--- src/rtl/execute_muldiv.sv ---
// RV32 execute stage: forwarding muxes, single-cycle ALU/branch/jump-target path,
// and an iterative radix-2 M-extension unit that stalls the front of the pipeline.

// Single-cycle integer ALU with branch-condition evaluation.
module alu #(
  parameter int DATA_WIDTH = 32
) (
  input  logic [DATA_WIDTH-1:0] a,
  input  logic [DATA_WIDTH-1:0] b,
  input  logic [3:0]            alu_ctrl,
  input  logic [2:0]            branch_src,
  output logic [DATA_WIDTH-1:0] result,
  output logic                  branch_taken
);
  localparam int SHW = $clog2(DATA_WIDTH);

  logic [SHW-1:0] shamt_s;
  logic           lt_s;
  logic           ltu_s;
  logic           eq_s;

  assign shamt_s = b[SHW-1:0];
  assign lt_s    = ($signed(a) < $signed(b));
  assign ltu_s   = (a < b);
  assign eq_s    = (a == b);

  // Arithmetic / logic result selection.
  always_comb begin
    result = {DATA_WIDTH{1'b0}};
    case (alu_ctrl)
      4'b0000: result = a + b;
      4'b0001: result = a - b;
      4'b0010: result = a & b;
      4'b0011: result = a | b;
      4'b0100: result = a ^ b;
      4'b0101: result = {{(DATA_WIDTH-1){1'b0}}, lt_s};
      4'b0110: result = {{(DATA_WIDTH-1){1'b0}}, ltu_s};
      4'b0111: result = a << shamt_s;
      4'b1000: result = a >> shamt_s;
      4'b1001: result = $unsigned($signed(a) >>> shamt_s);
      4'b1010: result = b;
      default: result = {DATA_WIDTH{1'b0}};
    endcase
  end

  // Branch condition evaluation on the two ALU operands.
  always_comb begin
    branch_taken = 1'b0;
    case (branch_src)
      3'b000:  branch_taken = 1'b0;
      3'b001:  branch_taken = eq_s;
      3'b010:  branch_taken = ~eq_s;
      3'b011:  branch_taken = lt_s;
      3'b100:  branch_taken = ~lt_s;
      3'b101:  branch_taken = ltu_s;
      3'b110:  branch_taken = ~ltu_s;
      3'b111:  branch_taken = 1'b1;
      default: branch_taken = 1'b0;
    endcase
  end
endmodule

module execute_muldiv #(
  parameter int DATA_WIDTH = 32,
  parameter bit FWD_EN     = 1'b1
) (
  input  logic                  clk,
  input  logic                  rst,
  input  logic [DATA_WIDTH-1:0] RD1E_i,
  input  logic [DATA_WIDTH-1:0] RD2E_i,
  input  logic [DATA_WIDTH-1:0] PCE_i,
  input  logic [DATA_WIDTH-1:0] ImmExtE_i,
  input  logic [DATA_WIDTH-1:0] PCPlus4E_i,
  input  logic [3:0]            ALUCtrl_i,
  input  logic                  ALUSrcA_i,
  input  logic                  ALUSrcB_i,
  input  logic                  JumpCtrl_i,
  input  logic [2:0]            BranchSrc_i,
  input  logic [4:0]            RdD_i,
  input  logic [1:0]            ForwardAE_i,
  input  logic [1:0]            ForwardBE_i,
  input  logic [DATA_WIDTH-1:0] ALUResultM_i,
  input  logic [DATA_WIDTH-1:0] ResultW_i,
  input  logic                  ValidE_i,
  input  logic                  MulDivEn_i,
  input  logic [2:0]            MulDivOp_i,
  input  logic                  FlushE_i,
  output logic [DATA_WIDTH-1:0] ALUResultE_o,
  output logic [DATA_WIDTH-1:0] WriteDataE_o,
  output logic [DATA_WIDTH-1:0] PCPlus4E_o,
  output logic [DATA_WIDTH-1:0] PCTargetE_o,
  output logic [4:0]            RdE_o,
  output logic                  branchTaken_o,
  output logic                  StallE_o,
  output logic                  MulDivDoneE_o
);
  localparam int W  = DATA_WIDTH;
  localparam int CW = $clog2(DATA_WIDTH + 1);

  localparam logic [W-1:0] MOST_NEG = {1'b1, {(W-1){1'b0}}};
  localparam logic [W-1:0] ALL_ONES = {W{1'b1}};

  typedef enum logic [1:0] {
    ST_IDLE = 2'b00,
    ST_BUSY = 2'b01,
    ST_DONE = 2'b10
  } state_t;

  // ---------------- single-cycle path ----------------
  logic [1:0]   fwd_a_sel_s;
  logic [1:0]   fwd_b_sel_s;
  logic [W-1:0] fwd_a_s;
  logic [W-1:0] fwd_b_s;
  logic [W-1:0] src_a_s;
  logic [W-1:0] src_b_s;
  logic [W-1:0] alu_result_s;
  logic         alu_branch_s;

  assign fwd_a_sel_s = FWD_EN ? ForwardAE_i : 2'b00;
  assign fwd_b_sel_s = FWD_EN ? ForwardBE_i : 2'b00;

  // Forwarding muxes: 01 takes the writeback value, 10 the memory-stage result.
  always_comb begin
    fwd_a_s = RD1E_i;
    fwd_b_s = RD2E_i;
    case (fwd_a_sel_s)
      2'b01:   fwd_a_s = ResultW_i;
      2'b10:   fwd_a_s = ALUResultM_i;
      default: fwd_a_s = RD1E_i;
    endcase
    case (fwd_b_sel_s)
      2'b01:   fwd_b_s = ResultW_i;
      2'b10:   fwd_b_s = ALUResultM_i;
      default: fwd_b_s = RD2E_i;
    endcase
  end

  assign src_a_s = ALUSrcA_i ? PCE_i : fwd_a_s;
  assign src_b_s = ALUSrcB_i ? ImmExtE_i : fwd_b_s;

  alu #(.DATA_WIDTH(W)) u_alu (
    .a            (src_a_s),
    .b            (src_b_s),
    .alu_ctrl     (ALUCtrl_i),
    .branch_src   (BranchSrc_i),
    .result       (alu_result_s),
    .branch_taken (alu_branch_s)
  );

  assign WriteDataE_o  = fwd_b_s;
  assign PCPlus4E_o    = PCPlus4E_i;
  assign RdE_o         = RdD_i;
  assign branchTaken_o = alu_branch_s;
  assign PCTargetE_o   = JumpCtrl_i ? alu_result_s : (PCE_i + ImmExtE_i);

  // ---------------- operand decode at capture ----------------
  logic         start_s;
  logic         a_signed_s;
  logic         b_signed_s;
  logic         a_neg_s;
  logic         b_neg_s;
  logic [W-1:0] a_mag_s;
  logic [W-1:0] b_mag_s;
  logic         neg_s;
  logic         div_zero_s;
  logic         div_ovf_s;
  logic [W-1:0] special_val_s;

  assign start_s = ValidE_i & MulDivEn_i & ~FlushE_i;

  // Per-op operand signedness, magnitudes, result sign and RISC-V special cases.
  always_comb begin
    a_signed_s = 1'b0;
    b_signed_s = 1'b0;
    case (MulDivOp_i)
      3'b000, 3'b001, 3'b100, 3'b110: begin
        a_signed_s = 1'b1;
        b_signed_s = 1'b1;
      end
      3'b010: begin
        a_signed_s = 1'b1;
        b_signed_s = 1'b0;
      end
      default: begin
        a_signed_s = 1'b0;
        b_signed_s = 1'b0;
      end
    endcase
    a_neg_s = a_signed_s & fwd_a_s[W-1];
    b_neg_s = b_signed_s & fwd_b_s[W-1];
    a_mag_s = a_neg_s ? (~fwd_a_s + {{(W-1){1'b0}}, 1'b1}) : fwd_a_s;
    b_mag_s = b_neg_s ? (~fwd_b_s + {{(W-1){1'b0}}, 1'b1}) : fwd_b_s;
    // Remainder takes the dividend's sign; everything else the product/quotient sign.
    if (MulDivOp_i[2] & MulDivOp_i[1]) begin
      neg_s = a_neg_s;
    end else begin
      neg_s = a_neg_s ^ b_neg_s;
    end
    div_zero_s = MulDivOp_i[2] & (fwd_b_s == {W{1'b0}});
    div_ovf_s  = MulDivOp_i[2] & ~MulDivOp_i[0] &
                 (fwd_a_s == MOST_NEG) & (fwd_b_s == ALL_ONES);
    if (div_zero_s) begin
      special_val_s = MulDivOp_i[1] ? fwd_a_s : ALL_ONES;
    end else begin
      special_val_s = MulDivOp_i[1] ? {W{1'b0}} : MOST_NEG;
    end
  end

  // ---------------- iterative datapath ----------------
  state_t       state_r;
  logic [CW-1:0] cnt_r;
  logic [2:0]   op_r;
  logic [W-1:0] a_mag_r;
  logic [W-1:0] b_mag_r;
  logic         neg_r;
  logic         special_r;
  logic [W-1:0] special_val_r;
  logic [W-1:0] hi_r;
  logic [W-1:0] lo_r;
  logic [W-1:0] result_r;

  logic [W:0]     mul_sum_s;
  logic [W:0]     rem_sh_s;
  logic [W:0]     diff_s;
  logic [W-1:0]   hi_nxt_s;
  logic [W-1:0]   lo_nxt_s;
  logic [2*W-1:0] prod_fix_s;
  logic [W-1:0]   quo_fix_s;
  logic [W-1:0]   rem_fix_s;
  logic [W-1:0]   final_s;

  // One radix-2 step: shift-add multiply (hi:lo = product) or restoring divide
  // (hi = partial remainder, lo = quotient shifting in over the dividend).
  always_comb begin
    mul_sum_s = {1'b0, hi_r} + (lo_r[0] ? {1'b0, a_mag_r} : {(W+1){1'b0}});
    rem_sh_s  = {hi_r, lo_r[W-1]};
    diff_s    = rem_sh_s - {1'b0, b_mag_r};
    if (op_r[2]) begin
      if (!diff_s[W]) begin
        hi_nxt_s = diff_s[W-1:0];
        lo_nxt_s = {lo_r[W-2:0], 1'b1};
      end else begin
        hi_nxt_s = rem_sh_s[W-1:0];
        lo_nxt_s = {lo_r[W-2:0], 1'b0};
      end
    end else begin
      hi_nxt_s = mul_sum_s[W:1];
      lo_nxt_s = {mul_sum_s[0], lo_r[W-1:1]};
    end
  end

  // Sign correction and special-case substitution applied on the last step.
  always_comb begin
    prod_fix_s = neg_r ? (~{hi_nxt_s, lo_nxt_s} + {{(2*W-1){1'b0}}, 1'b1})
                       : {hi_nxt_s, lo_nxt_s};
    quo_fix_s  = neg_r ? (~lo_nxt_s + {{(W-1){1'b0}}, 1'b1}) : lo_nxt_s;
    rem_fix_s  = neg_r ? (~hi_nxt_s + {{(W-1){1'b0}}, 1'b1}) : hi_nxt_s;
    if (special_r) begin
      final_s = special_val_r;
    end else if (op_r[2]) begin
      final_s = op_r[1] ? rem_fix_s : quo_fix_s;
    end else if (op_r[1:0] == 2'b00) begin
      final_s = prod_fix_s[W-1:0];
    end else begin
      final_s = prod_fix_s[2*W-1:W];
    end
  end

  // Mul/div control FSM: capture operands, iterate DATA_WIDTH steps, present result once.
  always_ff @(posedge clk) begin
    if (rst) begin
      state_r       <= ST_IDLE;
      cnt_r         <= {CW{1'b0}};
      op_r          <= 3'b000;
      a_mag_r       <= {W{1'b0}};
      b_mag_r       <= {W{1'b0}};
      neg_r         <= 1'b0;
      special_r     <= 1'b0;
      special_val_r <= {W{1'b0}};
      hi_r          <= {W{1'b0}};
      lo_r          <= {W{1'b0}};
      result_r      <= {W{1'b0}};
    end else begin
      case (state_r)
        ST_IDLE: begin
          if (start_s) begin
            op_r          <= MulDivOp_i;
            a_mag_r       <= a_mag_s;
            b_mag_r       <= b_mag_s;
            neg_r         <= neg_s;
            special_r     <= div_zero_s | div_ovf_s;
            special_val_r <= special_val_s;
            hi_r          <= {W{1'b0}};
            lo_r          <= MulDivOp_i[2] ? a_mag_s : b_mag_s;
            cnt_r         <= CW'(W);
            state_r       <= ST_BUSY;
          end else begin
            state_r <= ST_IDLE;
          end
        end
        ST_BUSY: begin
          if (FlushE_i) begin
            state_r <= ST_IDLE;
          end else begin
            hi_r  <= hi_nxt_s;
            lo_r  <= lo_nxt_s;
            cnt_r <= cnt_r - CW'(1);
            if (cnt_r == CW'(1)) begin
              result_r <= final_s;
              state_r  <= ST_DONE;
            end else begin
              state_r <= ST_BUSY;
            end
          end
        end
        ST_DONE: begin
          // ID/EX advances on this edge, so never linger here.
          state_r <= ST_IDLE;
        end
        default: begin
          state_r <= ST_IDLE;
        end
      endcase
    end
  end

  // Stall, done and result steering toward EX/MEM.
  always_comb begin
    StallE_o      = 1'b0;
    MulDivDoneE_o = 1'b0;
    ALUResultE_o  = alu_result_s;
    case (state_r)
      ST_IDLE: begin
        StallE_o = start_s;
      end
      ST_BUSY: begin
        StallE_o = ~FlushE_i;
      end
      ST_DONE: begin
        MulDivDoneE_o = ~FlushE_i;
        if (!FlushE_i) begin
          ALUResultE_o = result_r;
        end else begin
          ALUResultE_o = alu_result_s;
        end
      end
      default: begin
        StallE_o = 1'b0;
      end
    endcase
  end
endmodule
--- config.mk ---
export PLATFORM = sky130hd
export DESIGN_NAME = execute_muldiv
export DESIGN_NICKNAME = d
export VERILOG_FILES = /design/src/rtl/execute_muldiv.sv
export SDC_FILE = /design/constraint.sdc
export NUM_CORES = 2
export LEC_CHECK = 0
export ABC_AREA = 1
export CAP_MARGIN = 5
export CORE_ASPECT_RATIO = 1.25
export CORE_MARGIN = 1.5
export CORE_UTILIZATION = 45
export DETAILED_ROUTE_END_ITERATION = 6
export MAX_ROUTING_LAYER = met4
export PLACE_DENSITY = 0.71
export SYNTH_ARGS = -nofsm -noshare
export SYNTH_HDL_FRONTEND = slang
export SYNTH_SLANG_ARGS = --single-unit
--- constraint.sdc ---
create_clock -name clk -period 13 [get_ports clk]
set_input_delay 1.95 -clock clk [delete_from_list [all_inputs] [get_ports clk]]
set_output_delay 1.95 -clock clk [all_outputs]
set_load 0.01 [all_outputs]
==> run metrics, run 1 <==
outcome=aborted with a tool error; Failed at=5_1_grt; Error=[ERROR GRT-0116] Global routing finished with congestion. Check the congestion regions in the DRC Viewer.; Post-Syn Area=32400 sq um; HPWL after detailed placement=160000 um; # hold bufs at CTS=0; Post-synth EDFFs=0; cell row count=109; number of synthesis warnings=0; vias in the first global route=43248; GR Overflow Total=8; Synth Instances=5836; I/O Buffers=312; Sink Count=205; CTS root buf=clkbuf_16; cts bufs inserted=21; postcts setup bufs=0; sequential share of the synthesized area=0.127; unique cell type count in the Yosys netlist=72; fraction of registers with async set/reset=0; gp weighted congestion=1.19; die height=303 um; chip width=243 um; clk buf depth=3; Synth Register Bits=205; pin count of the biggest net entering global routing=85; first-pass GRT wire length=303000 um; H-tree levels=1; placed inst area=36000 sq um; CTS resizes=0; syn nets=6297; syn avg cell area=5.56 sq um; most common flop cell mapped by yosys=dfxtp_1; Total GRT Usage=0.581; Initial Util=0.456; Ports=387
[kinds of logic after synthesis]
logic type / synth area share
AND/OR/NAND/NOR: 0.369
multiplexers: 0.00617
flip-flops: 0.127
AO/OA/AOI/OAI: 0.241
buffers and inverters: 0.134
adder cells (fa/ha/maj): 0.0822
XOR/XNOR: 0.0402
[per-stage QoR]
stage | instances | setup slack [ps]
2_1_floorplan | 5836 | 5020
3_3_place_gp | 6870 | 2330
3_5_place_dp | 6870 | 2240
4_1_cts | 6907 | 2230
[cell usage after synthesis (all sizes together), types with 4 or more instances]
cell type	n	area, sq um
a221o	11	110
nand3b	25	188
a311oi	4	35.0
o21ai	599	3050
a21oi	402	2060
or2	25	156
nand3	439	2250
clkbuf	186	698
xor2	108	946
o32ai	27	236
nor2	523	2060
o21a	36	270
o2111ai	8	70.1
ha	205	2560
inv	747	2800
o221ai	14	123
mux2i	20	200
and2	13	81.3
a211oi	7	52.6
dfxtp	205	4100
o22ai	41	257
nand4	56	350
a32o	4	40.0
nor4	14	93.8
nand2	1663	6430
a21boi	5	37.5
buf	131	816
nor3	60	340
o211ai	66	495
a21o	10	75.1
fa	5	100
clkinv	10	37.5
xnor2	41	359
a221oi	26	228
o31ai	11	82.6
o21bai	17	139
a31oi	55	344
[metal layers]
| layer | overflow | track usage |
|---|---|---|
| met5 | - | - |
| met4 | 6 | 0.633 |
| met2 | 2 | 0.861 |
| met1 | 0 | 0.568 |
| met3 | 0 | 0.207 |
==> inputs of run 2 (changes only) <==
--- a/config.mk
+++ b/config.mk
@@ -7,12 +7,10 @@
 export LEC_CHECK = 0
 export ABC_AREA = 1
 export CAP_MARGIN = 5
-export CORE_ASPECT_RATIO = 1.25
 export CORE_MARGIN = 1.5
-export CORE_UTILIZATION = 45
+export CORE_UTILIZATION = 30
 export DETAILED_ROUTE_END_ITERATION = 6
-export MAX_ROUTING_LAYER = met4
-export PLACE_DENSITY = 0.71
+export PLACE_DENSITY_LB_ADDON = 0.15
 export SYNTH_ARGS = -nofsm -noshare
 export SYNTH_HDL_FRONTEND = slang
 export SYNTH_SLANG_ARGS = --single-unit
==> run 2 against run 1 <==
The run now ends clean. Area after synthesis is the same. Synthesized cell count unchanged.
==> run metrics, run 2 <==
outcome=finished, final reports clean; Initial DRC Count=4430; number of synthesis warnings=0 (unchanged); most common cell after layout, fill and taps aside=nand2_1; Synth-to-Final Area Change=15.0%; Slew headroom=0.0761; chip width=332 um (+36%); fraction of registers with async set/reset=0 (unchanged); # hold bufs at CTS=0 (unchanged); Layout fillers=12301; HP Class=reg2reg; share of the synthesized area in the top cell type=0.186 (unchanged); first-pass GRT wire length=283000 um; DR WL/cell=27.5 um; Final Hold Fails=0; postcts setup bufs=0 (unchanged); Core Footprint=107000 sq um; pwr/cell area=92.7 nW/um^2; CP endpoint kind=output pin; unique cell type count in the Yosys netlist=72 (unchanged); cell taking the most area after synthesis=nand2_1; H-tree levels=1 (unchanged); VDD IR max=67.8 uV; pin count of the biggest net entering global routing=85; pre-CTS setup slack=2370 ps (+137 ps); initial antenna violation count=11; Placed Cells=7326 (+6.6%); Max Cap Violations=0; Worst Setup Path Type=in2out; most frequent cells after synthesis=nand2_1 (1610), inv_1 (733), o21ai_0 (515), nor2_1 (497), nand3_1 (430); Post-synth EDFFs=0 (unchanged); Die Area=110000 sq um; cts bufs inserted=23 (+9.5%); Routed Antenna Nets=0; # setup viols final=0; CTS resizes=0 (unchanged); Post-Syn Area=32400 sq um (unchanged); GR Overflow Total=0; Synth Instances=5836 (unchanged); CP arrival=8900 ps; layout cells sized above 1=0.0508; Layout Cells excl Fill=7380; most common cell in the netlist=nand2_1; Tmin final=10850 ps; Worst-Skew Late Latency=550 ps; Pwr Total=3.46 mW; Total GRT Usage=0.353; Sink Count=205 (unchanged); required time of the critical path=11050 ps; clk buf depth=3 (unchanged); CP max FO=54; HPWL after detailed placement=167000 um (+4.6%); Ports=387 (unchanged); most common flop cell mapped by yosys=dfxtp_1; syn nets=6297 (unchanged); fin. max-slew vios=0; Clock Skews=15.7 ps; vias in the first global route=38983; worst-margin pin slew=1380 ps; Tcrit/Tclk final=0.835; unrepaired setup endpoints after global routing=false; syn avg cell area=5.56 sq um (unchanged); Setup WS post-layout=2150 ps; DR vias/cell=5.58; Lkg Pwr=17.5 nW; most frequent cells in the layout=nand2_1 (1608), inv_1 (729), o21ai_0 (510); cell row count=120 (+10%); Initial Util=0.303 (-0.153); # nets final=6409; setup TNS after final layout=0 ps; Synth Register Bits=205 (unchanged); placed inst area=36500 sq um (+1.5%); I/O Buffers=312 (unchanged); Fmax=0.0921 GHz; CTS root buf=clkbuf_16; via count=41182; die height=332 um (+9.5%); number of remaining DRC errors=0; post-route cell area=37300 sq um; clk slew on worst S/H paths=60 ps; CTS tree=yes; DRT Pass-1 Iters=7; sequential share of the synthesized area=0.127 (unchanged); top cells by area, synth=nand2_1 (19%), dfxtp_1 (13%), inv_1 (8.5%); Startpoint Class=input port; gp weighted congestion=1.04 (-12%); drt total wl=203000 um
==> run 2: cell counts after synthesis <==
Identical to the previous run, type by type.
==> run 2: area by class of cell <==
cell class / instances / area, sq um / area share
multi-input combinational: 4557 / 24000 / 0.644
sequential: 205 / 4110 / 0.110
timing repair buffer: 404 / 3800 / 0.102
inverter: 757 / 2840 / 0.0762
tap: 1403 / 1760 / 0.0471
clock buffer: 30 / 632 / 0.0169
clock inverter: 12 / 113 / 0.00302
antenna: 12 / 30.0 / 0.000805
==> run 2: critical path, stage by stage <==
cell and delay [ps]:
clkdlybuf4s50_1 500, inv_1 60, ha_1 530, inv_2 770, nand2_1 160, o21ai_1 350, nand2_1 190, o21ai_4 90
buf_4 320, buf_4 470, ha_1 270, a21oi_1 100, o21ai_0 240, nand4_1 160, nand2_1 160, a21oi_1 100
o21ai_0 400, xor2_1 250, nor2_1 70, nor3_1 610, nand3_1 260, o21ai_1 280, inv_1 80, clkdlybuf4s50_1 490
==> run 2: cells by family (layout without fill, tap and decap cells) <==
| kind of cell | Yosys count | in the layout | synth area share |
|---|---|---|---|
| other | 0 | 12 | 0 |
| AOI/OAI and AO/OA | 1356 | 1356 | 0.241 |
| adders and majority gates | 210 | 210 | 0.0822 |
| muxes | 20 | 20 | 0.00617 |
| and+or+nand+nor | 2822 | 2822 | 0.369 |
| DFF | 205 | 205 | 0.127 |
| xor gates and xnor gates | 149 | 149 | 0.0402 |
| buffers and inverters | 1074 | 1203 | 0.134 |
==> run 2: where the power goes <==
group	leakage (nW)	internal, mW	switching, mW
Sequential	1.66	0.646	0.0119
Clock	0.367	0.368	0.298
Combinational	15.5	0.627	1.51
==> run 2: worst paths after layout <==
kind,start,endpoint,slack (ps),cells after the start
hold / removal,state_r[1],state_r[0],450,1
setup reg to reg,b_mag_r[0],result_r[18],7200,35
setup / recovery,ForwardBE_i[0],ALUResultE_o[11],2150,24
hold reg to reg,state_r[1],state_r[0],450,1
==> run 2: routing by layer <==
metal	share of wire	GRT usage	routed length, um	up-vias
li1	-	-	-	19409
met1	0.39	0.421	79800	19359
met2	0.46	0.594	93900	1952
met3	0.063	0.0365	12800	458
met4	0.080	0.245	16300	4
met5	0.00013	0	27	-
==> run 2: stage by stage <==
step           utilization  hold slack [ps]
2_1_floorplan            -              399
3_3_place_gp         0.341              425
3_5_place_dp         0.341              433
4_1_cts              0.348              451
5_1_grt              0.348              477
6_report             0.348              446
(Power assumes the default switching activity.)
